--- src/rtl/seq_pkg.sv ---
// -----------------------------------------------------------------------------
// seq_pkg
// Shared definitions for the serial "1011" generator and detector family.
//   seq_state_e  : FSM state encoding (IDLE, SEND, GAP, DONE)
//   SEQ_PAT_W    : default pattern length in bits
//   SEQ_PATTERN  : default pattern value, transmitted MSB first
//   idx_w()      : width of an index counter able to hold 0..n-1 (min 1 bit)
// -----------------------------------------------------------------------------
package seq_pkg;

  typedef enum logic [1:0] {
    IDLE = 2'd0,
    SEND = 2'd1,
    GAP  = 2'd2,
    DONE = 2'd3
  } seq_state_e;

  localparam int SEQ_PAT_W = 4;
  localparam logic [SEQ_PAT_W-1:0] SEQ_PATTERN = 4'b1011;

  function automatic int idx_w(input int n);
    return (n > 1) ? $clog2(n) : 1;
  endfunction

endpackage

--- src/rtl/seq_shift_out.sv ---
// -----------------------------------------------------------------------------
// seq_shift_out
// Parallel-load left shifter feeding the serial output. The register shifts in
// zeros, so once a pattern has been fully shifted out the MSB reads 0 without
// any extra gating.
//   clk_i   : clock, rising edge
//   rst_ni  : asynchronous active-low reset, clears the register
//   load_i  : load data_i (takes priority over shift_i)
//   shift_i : shift left by one, zero fill
//   data_i  : parallel load value
//   msb_o   : current MSB (registered)
// -----------------------------------------------------------------------------
module seq_shift_out #(
  parameter int W = 4
) (
  input  logic         clk_i,
  input  logic         rst_ni,
  input  logic         load_i,
  input  logic         shift_i,
  input  logic [W-1:0] data_i,
  output logic         msb_o
);

  logic [W-1:0] sr_q, sr_d;

  always_comb begin
    sr_d = sr_q;
    if (load_i) begin
      sr_d = data_i;
    end else if (shift_i) begin
      sr_d = sr_q << 1;
    end
  end

  always_ff @(posedge clk_i or negedge rst_ni) begin
    if (!rst_ni) begin
      sr_q <= '0;
    end else begin
      sr_q <= sr_d;
    end
  end

  assign msb_o = sr_q[W-1];

endmodule

--- src/rtl/seq_gen_1011.sv ---
// -----------------------------------------------------------------------------
// seq_gen_1011
// Burst generator: on start, emits PATTERN (MSB first) reps times with gap idle
// cycles between repetitions, then pulses done for one cycle.
//   clk       : clock, rising edge
//   reset     : asynchronous active-low reset
//   start     : begin a burst (sampled in IDLE only)
//   reps      : repetition count, latched with start
//   gap       : idle cycles between repetitions, latched with start
//   abort     : return to IDLE at the next edge, no done pulse
//   out_bit   : serial data, 0 whenever out_valid is 0
//   out_valid : out_bit carries a pattern bit
//   busy      : high in SEND and GAP
//   done      : one-cycle pulse on normal completion
//
// state | meaning
// IDLE  | waiting for start
// SEND  | shifting out one pattern bit per cycle
// GAP   | idle cycles between two repetitions
// DONE  | one-cycle completion pulse
// -----------------------------------------------------------------------------
module seq_gen_1011
  import seq_pkg::*;
#(
  parameter int                 PAT_W   = SEQ_PAT_W,
  parameter logic [PAT_W-1:0]   PATTERN = SEQ_PATTERN,
  parameter int                 CNT_W   = 8
) (
  input  logic             clk,
  input  logic             reset,
  input  logic             start,
  input  logic [CNT_W-1:0] reps,
  input  logic [3:0]       gap,
  input  logic             abort,
  output logic             out_bit,
  output logic             out_valid,
  output logic             busy,
  output logic             done
);

  localparam int               BIT_W    = idx_w(PAT_W);
  localparam logic [BIT_W-1:0] BIT_LAST = BIT_W'(PAT_W - 1);

  seq_state_e       state_q, state_d;
  logic [BIT_W-1:0] bit_cnt_q, bit_cnt_d;
  logic [CNT_W-1:0] rep_cnt_q, rep_cnt_d;
  logic [3:0]       gap_len_q, gap_len_d;
  logic [3:0]       gap_cnt_q, gap_cnt_d;
  logic             out_valid_q, busy_q, done_q;

  logic             sh_load, sh_shift;
  logic [PAT_W-1:0] sh_data;

  // Outputs are registered from the next state so the first pattern bit is
  // visible in the cycle right after start is sampled.
  always_comb begin
    state_d   = state_q;
    bit_cnt_d = bit_cnt_q;
    rep_cnt_d = rep_cnt_q;
    gap_len_d = gap_len_q;
    gap_cnt_d = gap_cnt_q;
    sh_load   = 1'b0;
    sh_shift  = 1'b0;
    sh_data   = '0;

    if (abort) begin
      // Loading zero clears out_bit together with out_valid.
      state_d   = IDLE;
      bit_cnt_d = '0;
      rep_cnt_d = '0;
      gap_cnt_d = '0;
      sh_load   = 1'b1;
    end else begin
      case (state_q)
        IDLE: begin
          if (start) begin
            rep_cnt_d = reps;
            gap_len_d = gap;
            if (reps != '0) begin
              state_d   = SEND;
              bit_cnt_d = BIT_LAST;
              sh_load   = 1'b1;
              sh_data   = PATTERN;
            end else begin
              state_d = DONE;
            end
          end
        end

        SEND: begin
          if (bit_cnt_q != '0) begin
            bit_cnt_d = bit_cnt_q - BIT_W'(1);
            sh_shift  = 1'b1;
          end else begin
            // LSB on the wire this cycle: repetition complete.
            rep_cnt_d = rep_cnt_q - CNT_W'(1);
            sh_load   = 1'b1;
            if (rep_cnt_q == CNT_W'(1)) begin
              state_d = DONE;
            end else if (gap_len_q != 4'd0) begin
              state_d   = GAP;
              gap_cnt_d = gap_len_q;
            end else begin
              // Back-to-back repetition: reload with no bubble.
              bit_cnt_d = BIT_LAST;
              sh_data   = PATTERN;
            end
          end
        end

        GAP: begin
          if (gap_cnt_q == 4'd1) begin
            state_d   = SEND;
            gap_cnt_d = 4'd0;
            bit_cnt_d = BIT_LAST;
            sh_load   = 1'b1;
            sh_data   = PATTERN;
          end else begin
            gap_cnt_d = gap_cnt_q - 4'd1;
          end
        end

        DONE: begin
          state_d = IDLE;
        end

        default: begin
          state_d = IDLE;
        end
      endcase
    end
  end

  always_ff @(posedge clk or negedge reset) begin
    if (!reset) begin
      state_q     <= IDLE;
      bit_cnt_q   <= '0;
      rep_cnt_q   <= '0;
      gap_len_q   <= '0;
      gap_cnt_q   <= '0;
      out_valid_q <= 1'b0;
      busy_q      <= 1'b0;
      done_q      <= 1'b0;
    end else begin
      state_q     <= state_d;
      bit_cnt_q   <= bit_cnt_d;
      rep_cnt_q   <= rep_cnt_d;
      gap_len_q   <= gap_len_d;
      gap_cnt_q   <= gap_cnt_d;
      out_valid_q <= (state_d == SEND);
      busy_q      <= (state_d == SEND) || (state_d == GAP);
      done_q      <= (state_d == DONE);
    end
  end

  seq_shift_out #(
    .W (PAT_W)
  ) u_shift (
    .clk_i   (clk),
    .rst_ni  (reset),
    .load_i  (sh_load),
    .shift_i (sh_shift),
    .data_i  (sh_data),
    .msb_o   (out_bit)
  );

  assign out_valid = out_valid_q;
  assign busy      = busy_q;
  assign done      = done_q;

endmodule

--- config.mk ---
export PLATFORM = sky130hd
export DESIGN_NAME = seq_gen_1011
export DESIGN_NICKNAME = d
export VERILOG_FILES = /design/src/rtl/seq_pkg.sv /design/src/rtl/seq_shift_out.sv /design/src/rtl/seq_gen_1011.sv
export SDC_FILE = /design/constraint.sdc
export NUM_CORES = 1
export LEC_CHECK = 0
export CORE_MARGIN = 2
export CORE_UTILIZATION = 36
export CTS_CLUSTER_SIZE = 30
export DETAILED_ROUTE_END_ITERATION = 16
export PLACE_DENSITY = 0.65
export SLEW_MARGIN = 10
export SYNTH_ARGS = -nofsm -noshare
export SYNTH_HDL_FRONTEND = slang
export SYNTH_SLANG_ARGS = --single-unit
--- constraint.sdc ---
create_clock -name clk -period 5.8 [get_ports clk]
set_clock_uncertainty 0.05 [all_clocks]
set_input_delay 1.16 -clock clk [delete_from_list [all_inputs] [get_ports clk]]
set_output_delay 1.16 -clock clk [all_outputs]
set_load 0.02 [all_outputs]
==> results of run 1 <==
## Yosys cell counts, types with 3 or more instances
cell type                  count  area share
sky130_fd_sc_hd__a211o_1       4       0.021
sky130_fd_sc_hd__a211oi_1      4       0.018
sky130_fd_sc_hd__a21oi_1      15       0.045
sky130_fd_sc_hd__a221oi_1      5       0.026
sky130_fd_sc_hd__and2_1        3       0.011
sky130_fd_sc_hd__buf_2         5       0.015
sky130_fd_sc_hd__clkbuf_1      3      0.0067
sky130_fd_sc_hd__dfrtp_1      27        0.40
sky130_fd_sc_hd__ha_1          7       0.052
sky130_fd_sc_hd__inv_1        11       0.025
sky130_fd_sc_hd__mux2_1        4       0.027
sky130_fd_sc_hd__nand2_1      12       0.027
sky130_fd_sc_hd__nand2b_1      6       0.022
sky130_fd_sc_hd__nand3_1       7       0.021
sky130_fd_sc_hd__nor2_1       12       0.027
sky130_fd_sc_hd__nor3_1        3      0.0090
sky130_fd_sc_hd__nor4_1        3       0.011
sky130_fd_sc_hd__o21ai_1       7       0.021
sky130_fd_sc_hd__or3_1         3       0.011
## cells by family (layout without fill, tap and decap cells)
| logic type | Yosys count | count (layout) | share of synthesized area |
|---|---|---|---|
| compound gates | 59 | 59 | 0.249 |
| xor+xnor | 1 | 1 | 0.00524 |
| fa+ha+maj | 7 | 7 | 0.0524 |
| buf+inv | 21 | 35 | 0.0554 |
| flops | 27 | 27 | 0.404 |
| mux | 6 | 6 | 0.0389 |
| simple gates | 60 | 60 | 0.195 |
## worst paths after layout
| check | start | to | slack, ns | cells past startpoint |
|---|---|---|---|---|
| worst max-delay path | reps[4] | busy | 2.88 | 6 |
| worst min register to register | bit_cnt_q[0] | bit_cnt_q[0] | 0.42 | 1 |
| worst max register to register | state_q[0] | busy | 3.41 | 6 |
| worst min-delay path | bit_cnt_q[0] | bit_cnt_q[0] | 0.42 | 1 |
| max in group asynchronous | reset | gap_len_q[2] | 4.24 | 2 |
| min in group asynchronous | reset | rep_cnt_q[0] | 1.21 | 2 |
## flip-flops by register name, summed over array words and instances (netlist names)
register / cells
u_shift.sr_q: 4
gap_cnt_q: 4
done: 1
state_q: 2
out_valid: 1
busy: 1
gap_len_q: 4
bit_cnt_q: 2
rep_cnt_q: 8
## routing by layer
metal  vias to the layer above  track usage  wire, um
li1                        700            -         -
met1                       690        0.214      1780
met2                        24        0.224      1690
met3                         5       0.0167       106
met4                         0       0.0377        37
met5                         -            0         0
## power by group through the flow
stage               clock network (mW)  logic, mW  registers, mW
floorplan                            0      0.195          0.272
global placement                     0      0.257          0.280
detailed placement                   0      0.259          0.280
CTS                              0.112      0.261          0.276
global route                     0.118      0.292          0.284
finish                           0.105      0.262          0.276
## area by class of cell
class / instances / share of cell area
clock inverter: 1 / 0.00260
inverter: 11 / 0.0214
sequential: 27 / 0.350
multi-input combinational: 133 / 0.468
clock buffer: 3 / 0.0214
timing repair buffer: 20 / 0.103
tap: 52 / 0.0337
==> key figures, run 1 <==
Floorplanning
  – Core area: 0.00441 mm2
  – Starting density of the core: 0.378
  – Die Y: 72.1 um
  – Full die area: 0.00520 mm2
  – Placement row count: 24
  – Top-Level Pins: 20
  – Die Width: 72.1 um

Final layout
  – Post-layout instance count excluding filler cells: 247
  – Number of inserted filler cells in the final layout: 418
  – Top library cells by usage in the layout, fill and taps aside: 27 x sky130_fd_sc_hd__dfrtp_1, 19 x sky130_fd_sc_hd__clkdlybuf4s50_1, 15 x sky130_fd_sc_hd__a21oi_1
  – Syn-to-layout area delta: 15.4%
  – Design Area, Final: 0.00193 mm2
  – Fraction of layout cells with a size suffix above 1: 0.0410
  – Number of nets at the end of the flow: 219
  – Area taken by multi-input logic gates: ~900 um2
  – Combined flip-flop and latch cell area: 676 um2
  – Layout Utilization: 0.437
  – Leading cell type in the layout, fill and taps excluded: sky130_fd_sc_hd__dfrtp_1
  – N_diodes: 0

Route
  – Routed via count divided by cell count: approximately 5.7
  – Total vias in the final route: 1,419
  – Sum of routed wire length over all layers: 3610 um
  – DRT iter0 DRCs: 96
  – Wirelength per Cell: 14.6 um
  – Final ANT Viol Nets: 0
  – First drt pass iteration count: 4
  – Number of remaining DRC errors: 0

Run
  – # Max-Cap Violations: 0

Global routing
  – Remaining global-route overflow: 0
  – Vias in the first global route: roughly 1.3k
  – Largest net degree at the start of global routing: 28
  – Total GRT Usage: 0.144
  – First-pass GRT wire length: about 6000 um
  – Number of antenna violations at the first check in global routing: 0

Min path
  – Worst hold-check path type: reg2reg

Critical path
  – Max incr delay on CP: ~0.57 ns
  – Largest delay contributor family on the critical path: simple AND/OR/NAND/NOR gates
  – Highest-delay cell along the critical path: sky130_fd_sc_hd__nor4_1
  – Worst Path Required: just under 6 ns
  – Maximum fanout along the worst path: 3
  – Data arrival time of the worst path: 3.05 ns
  – Critical path class: in2reg
  – CP startpoint kind: primary input
  – Cell chain of the critical path: clkdlybuf4s50_1, nor4_1, nand3_1, a221o_1, ha_1, inv_1
  – Bufs and invs on worst path: 2
  – Worst Setup End Kind: register

Placement
  – Detail Placement HPWL: approximately 2600 um
  – Setup slack at placement: 2.52 ns
  – Placed instance area: 0.00188 mm2
  – Port Buffers: 19
  – RD Place Congestion: 0.867
  – Number of cells in the design after placement: 243

Clock tree
  – Count of hold buffers inserted by post-cts repair: 0
  – Skew-Pair Late Insertion Delay: 0.27 ns
  – Post-CTS setup buffer count: 0
  – Clock tree from TritonCTS: yes
  – CTS root buf: sky130_fd_sc_hd__clkbuf_8
  – Clk sinks: 27
  – Max clock buf depth: 2
  – Post-CTS resize count: 0
  – Cts bufs inserted: 3
  – CTS clock-pin slew for the worst setup and hold paths: 0.09 ns
  – H-Tree Depth: 1

Logic synthesis
  – Area of the mapped netlist: approximately 0.0017 mm2
  – Seq/Total Area, Yosys: 0.404
  – Commonest register cell after synthesis: sky130_fd_sc_hd__dfrtp_1
  – Average cell area after synthesis: a little over 9 um2
  – Register bit count reported by yosys: 27
  – Post-synthesis instance total: 181
  – Distinct cells, synth: between 40 and 50
  – Async set-reset flop share out of synthesis: 1.00
  – Yosys Warn Count: 0
  – EDFF count, synth: 0
  – Syn nets: 204

Power and ir drop
  – Peak supply drop: 0.143 mV
  – Clock Power Share: 0.164
  – Ratio of total power to cell area: 334 mW/mm2
  – Reg power frac: 0.429
  – Internal cell power: slightly below 400 uW
  – Sw power: 249 uW
  – Power, Total: 643 uW
  – Combinational fraction of design power: 0.407
  – Standby leakage power: ~0.79 nW
  – Switching part of the total power: 0.388

STA
  – TNS Setup: 0 ns
  – Slew margin rel.: 0.465
  – Final critical-path setup slack: 2.88 ns
  – Max-slew violations: 0
  – Fraction of the cycle the final worst path needs: 0.504
  – Post-route worst hold slack: 0.417 ns
  – Maximum clock frequency: 342 MHz
  – Clock period minus worst slack: between 2 and 3 ns
  – Setup Viol. Count Final: 0
  – Worst Tran Pin Value: around 0.80 ns
  – Hold Vio Cnt, Final: 0
  – Setup repair after global routing missed its margin: false

Status
  – Outcome: finished, final reports clean
(Power assumes the default switching activity.)
==> run 2, diff against run 1 <==
clock period = 2.79 ns   (was 5.8 ns; I/O delays follow)
==> key figures, run 2 (same netlist as run 1, synthesis figures left out) <==
Floorplanning
  – Core area: ~0.0044 mm2
  – Die Y: between 70 and 80 um
  – Die Width: a little over 70 um
  – Starting density of the core: 0.378
  – Top-Level Pins: 20
  – Placement row count: 24
  – Full die area: 0.00520 mm2

Critical path
  – R2R Path Start: rep_cnt_q[1]
  – Worst-case register-to-register setup slack: 0.61 ns
  – Cell chain of the critical path: inv_1, ha_1, nor4b_2, a21oi_1, or2_1, a221o_1, ha_1, inv_1
  – FF-to-FF path depth: 8
  – Highest-delay cell along the critical path: sky130_fd_sc_hd__dfrtp_1
  – Critical path origin: rep_cnt_q[1]
  – CP Capture Point: busy
  – Worst Setup End Kind: register
  – Critical path class: reg2reg
  – Worst Path Required: 2.92 ns
  – Data arrival time of the worst path: between 2 and 2.5 ns
  – CP startpoint kind: register
  – Number of cells on the critical path: 8
  – End of the worst register-to-register path: busy
  – Max incr delay on CP: 0.40 ns
  – Bufs and invs on worst path: 2
  – Maximum fanout along the worst path: 4
  – Largest delay contributor family on the critical path: simple AND/OR/NAND/NOR gates

Final layout
  – Number of nets at the end of the flow: roughly 230
  – Layout Utilization: 0.448
  – Top library cells by usage in the layout, fill and taps aside: 27 x sky130_fd_sc_hd__dfrtp_1, 19 x sky130_fd_sc_hd__clkdlybuf4s50_1, 15 x sky130_fd_sc_hd__a21oi_1
  – Leading cell type in the layout, fill and taps excluded: sky130_fd_sc_hd__dfrtp_1
  – Largest reg by FF count: rep_cnt_q
  – Max reg flops: 8
  – Fraction of layout cells with a size suffix above 1: 0.0693
  – N_diodes: 0
  – Syn-to-layout area delta: 18.5%

STA
  – Setup Viol. Count Final: 0
  – Max-slew violations: 0
  – Slew margin rel.: 0.628
  – Worst Tran Pin Value: 0.553 ns
  – Clock period minus worst slack: 2.18 ns
  – Hold Vio Cnt, Final: 0
  – Fraction of the cycle the final worst path needs: 0.782
  – Post-route worst hold slack: 0.420 ns
  – Maximum clock frequency: around 460 MHz
  – Setup repair after global routing missed its margin: false
  – TNS Setup: 0 ns

Placement
  – Port Buffers: 19
  – Detail Placement HPWL: 2780 um
  – RD Place Congestion: approximately 0.9

Power and ir drop
  – Power, Total: 1.36 mW
  – Peak supply drop: about 0.32 mV
  – Standby leakage power: 0.820 nW
  – Ratio of total power to cell area: about 700 mW/mm2

Global routing
  – Remaining global-route overflow: 0
  – Number of antenna violations at the first check in global routing: 0
  – Largest net degree at the start of global routing: 28
  – Vias in the first global route: 1,396
  – Total GRT Usage: 0.158
  – First-pass GRT wire length: 6600 um

Run
  – # Max-Cap Violations: 0

Clock tree
  – Post-CTS setup buffer count: 0
  – Clock tree from TritonCTS: yes
  – CTS clock-pin slew for the worst setup and hold paths: 0.09 ns
  – Count of hold buffers inserted by post-cts repair: 0
  – Skew-Pair Late Insertion Delay: about 0.27 ns
  – Post-CTS resize count: 0
  – Cts bufs inserted: 3
  – CTS root buf: sky130_fd_sc_hd__clkbuf_8
  – Max clock buf depth: 2
  – H-Tree Depth: 1
  – Clk sinks: 27

Route
  – First drt pass iteration count: 4
  – Routed via count divided by cell count: ~5.8
  – DRT iter0 DRCs: 108
  – Final ANT Viol Nets: 0
  – Wirelength per Cell: 14.7 um
  – Number of remaining DRC errors: 0
  – Total vias in the final route: 1,468
  – Sum of routed wire length over all layers: 3730 um

Min path
  – Worst hold-check path type: reg2reg

Status
  – Outcome: finished, final reports clean
run 2: changes by cell type in the layout (fill, tap and decap cells not counted):
cell / before / now
sky130_fd_sc_hd__clkbuf_1: 0 / 1
sky130_fd_sc_hd__clkinv_2: 1 / 0
sky130_fd_sc_hd__buf_4: 1 / 8
run 2: metal layers:
layer / vias up / part of all wire / global-route usage
met1: 718 / 0.47 / 0.218
met2: 34 / 0.48 / 0.265
li1: 714 / - / -
met3: 2 / 0.047 / 0.0292
met5: - / 0 / 0
met4: 0 / 0.0051 / 0.0252
run 2: worst min-delay path by stage:
stage | start | to | slack (ns) | cells after the start
detailed placement | bit_cnt_q[0] | bit_cnt_q[0] | 0.41 | 1
floorplan | reset | bit_cnt_q[0] | 0.21 | 0
CTS | bit_cnt_q[0] | bit_cnt_q[0] | 0.42 | 1
global route | bit_cnt_q[0] | bit_cnt_q[0] | 0.44 | 1
global placement | bit_cnt_q[0] | bit_cnt_q[0] | 0.40 | 1
finish | bit_cnt_q[0] | bit_cnt_q[0] | 0.42 | 1
run 2: power breakdown:
group	internal (mW)	leakage [nW]	switching, mW
Clock	0.102	0.0228	0.119
Sequential	0.481	0.351	0.0949
Combinational	0.254	0.446	0.309
run 2: metrics by stage:
step / std cells / setup WS, ns / area (um2)
floorplan: 181 / 0.796 / 1670
global placement: 250 / 0.373 / 1930
detailed placement: 250 / 0.359 / 1930
CTS: 254 / 0.600 / 1980
global route: 254 / 0.427 / 1980
finish: 254 / 0.610 / 1980
run 2: area by class of cell:
class	instances	area, um2
timing repair buffer	27	250
fill	427	2430
sequential	27	676
clock buffer	4	45.0
inverter	11	41.3
multi-input combinational	133	902
tap	52	65.1
run 2: worst register-to-register path, delay by kind of cell (launching register included):
kind	cells	cell delay [ns]
compound gates	2	0.45
simple gates	2	0.61
buf+inv	2	0.14
flops	1	0.40
fa+ha+maj	2	0.42
==> run 3, diff against run 2 <==
clock period = 2.2 ns   (was 2.79 ns; I/O delays follow)
==> key figures, run 3 (same netlist as run 1, synthesis figures left out) <==
Status
  – Outcome: finished, final reports clean

Clock tree
  – Clk sinks: 27
  – Post-CTS setup buffer count: 0
  – Clock tree from TritonCTS: yes
  – CTS root buf: sky130_fd_sc_hd__clkbuf_8
  – Cts bufs inserted: 3
  – CTS clock-pin slew for the worst setup and hold paths: 0.10 ns
  – H-Tree Depth: 1
  – Count of hold buffers inserted by post-cts repair: 0
  – Max clock buf depth: 2
  – Post-CTS resize count: 0
  – Skew-Pair Late Insertion Delay: 0.28 ns

Floorplanning
  – Starting density of the core: 0.378
  – Full die area: around 0.0052 mm2
  – Die Width: 72.1 um
  – Top-Level Pins: 20
  – Die Y: 72.1 um
  – Placement row count: 24
  – Core area: 0.00441 mm2

Critical path
  – Number of cells on the critical path: 8
  – CP startpoint kind: register
  – Worst Setup End Kind: register
  – Largest delay contributor family on the critical path: simple AND/OR/NAND/NOR gates
  – Critical path class: reg2reg
  – Max incr delay on CP: approximately 0.40 ns
  – FF-to-FF path depth: 8
  – Maximum fanout along the worst path: 3
  – Data arrival time of the worst path: 2.16 ns
  – Worst Path Required: around 2.3 ns
  – Highest-delay cell along the critical path: sky130_fd_sc_hd__dfrtp_1
  – Cell chain of the critical path: inv_1, ha_1, nor4b_4, a21oi_1, or2_1, a221o_1, ha_1, inv_1
  – Bufs and invs on worst path: 2

Global routing
  – Largest net degree at the start of global routing: 28
  – Number of antenna violations at the first check in global routing: 0
  – Remaining global-route overflow: 0
  – Vias in the first global route: 1,444
  – Total GRT Usage: 0.162
  – First-pass GRT wire length: 6800 um

Final layout
  – Max reg flops: 8
  – Combined flip-flop and latch cell area: 676 um2
  – Number of nets at the end of the flow: around 240
  – Top library cells by usage in the layout, fill and taps aside: 27 x sky130_fd_sc_hd__dfrtp_1, 21 x sky130_fd_sc_hd__buf_4, 19 x sky130_fd_sc_hd__clkdlybuf4s50_1
  – Post-layout instance count excluding filler cells: about 270
  – Fraction of layout cells with a size suffix above 1: 0.135
  – Leading cell type in the layout, fill and taps excluded: sky130_fd_sc_hd__dfrtp_1
  – Largest reg by FF count: rep_cnt_q
  – N_diodes: 0
  – Syn-to-layout area delta: 25.3%
  – Number of inserted filler cells in the final layout: 418
  – Area taken by multi-input logic gates: approximately 920 um2

STA
  – Setup Viol. Count Final: 0
  – Maximum clock frequency: 491 MHz
  – Worst Tran Pin Value: 0.554 ns
  – Setup repair after global routing missed its margin: false
  – Clock period minus worst slack: 2.04 ns
  – Max-slew violations: 0
  – Hold Vio Cnt, Final: 0
  – Slew margin rel.: 0.627
  – Fraction of the cycle the final worst path needs: 0.926

Placement
  – Port Buffers: 19
  – Number of cells in the design after placement: 263
  – RD Place Congestion: about 0.92
  – Detail Placement HPWL: roughly 2900 um

Power and ir drop
  – Standby leakage power: slightly below 0.9 nW
  – Power, Total: around 1.8 mW
  – Peak supply drop: 0.418 mV
  – Ratio of total power to cell area: 863 mW/mm2

Run
  – # Max-Cap Violations: 0

Route
  – Final ANT Viol Nets: 0
  – DRT iter0 DRCs: between 100 and 150
  – First drt pass iteration count: 4
  – Number of remaining DRC errors: 0
  – Wirelength per Cell: 14.4 um
  – Routed via count divided by cell count: 5.43
  – Sum of routed wire length over all layers: 3830 um
  – Total vias in the final route: 1,451

Min path
  – Worst hold-check path type: reg2reg
  – Hold-critical path depth: 1
-- run 3: cell count changes in the layout (fill, tap and decap cells not counted), sizes merged --
cell and change:
buf +13, clkbuf -1, clkinv +1
-- run 3: layout make-up --
type / count / share of cell area
well taps: 52 / 0.0311
flip-flops and latches: 27 / 0.323
multi-input cells: 133 / 0.438
clock inverters: 1 / 0.00239
clock buffers: 3 / 0.0197
repair buffers: 40 / 0.166
inverters: 11 / 0.0197
-- run 3: through the flow --
| step | utilization | hold WS, ns | cell area, um2 | setup WS, ns | TNS (ns) |
|---|---|---|---|---|---|
| after floorplan | - | 0.0944 | 1670 | 0.206 | 0 |
| after global routing | 0.474 | 0.429 | 2090 | 0.000810 | 0 |
| after CTS | 0.471 | 0.419 | 2080 | 0.0896 | 0 |
| after detailed placement | 0.460 | 0.402 | 2030 | -0.0896 | -0.0980 |
| final | 0.474 | 0.415 | 2090 | 0.164 | 0 |
| after global placement | 0.460 | 0.399 | 2030 | -0.0942 | -0.0942 |
-- run 3: power breakdown --
group          internal, mW  switching, mW
clock network         0.127          0.158
registers             0.610          0.118
logic                 0.379          0.414
total                  1.12          0.690
-- run 3: path summary, 6_finish.rpt --
path | to | startpoint | slack [ns]
max | busy | rep_cnt_q[1] | 0.16
min | bit_cnt_q[0] | bit_cnt_q[0] | 0.42
max reg2reg | busy | rep_cnt_q[1] | 0.16
min reg2reg | bit_cnt_q[0] | bit_cnt_q[0] | 0.42
max in group asynchronous | out_valid | reset | 1.35
min in group asynchronous | rep_cnt_q[0] | reset | 0.48
-- run 3: per-layer routing --
layer  share of wire  GRT usage
met5               0          0
met4          0.0039     0.0377
met3           0.029     0.0222
met2            0.48      0.257
met1            0.49      0.235
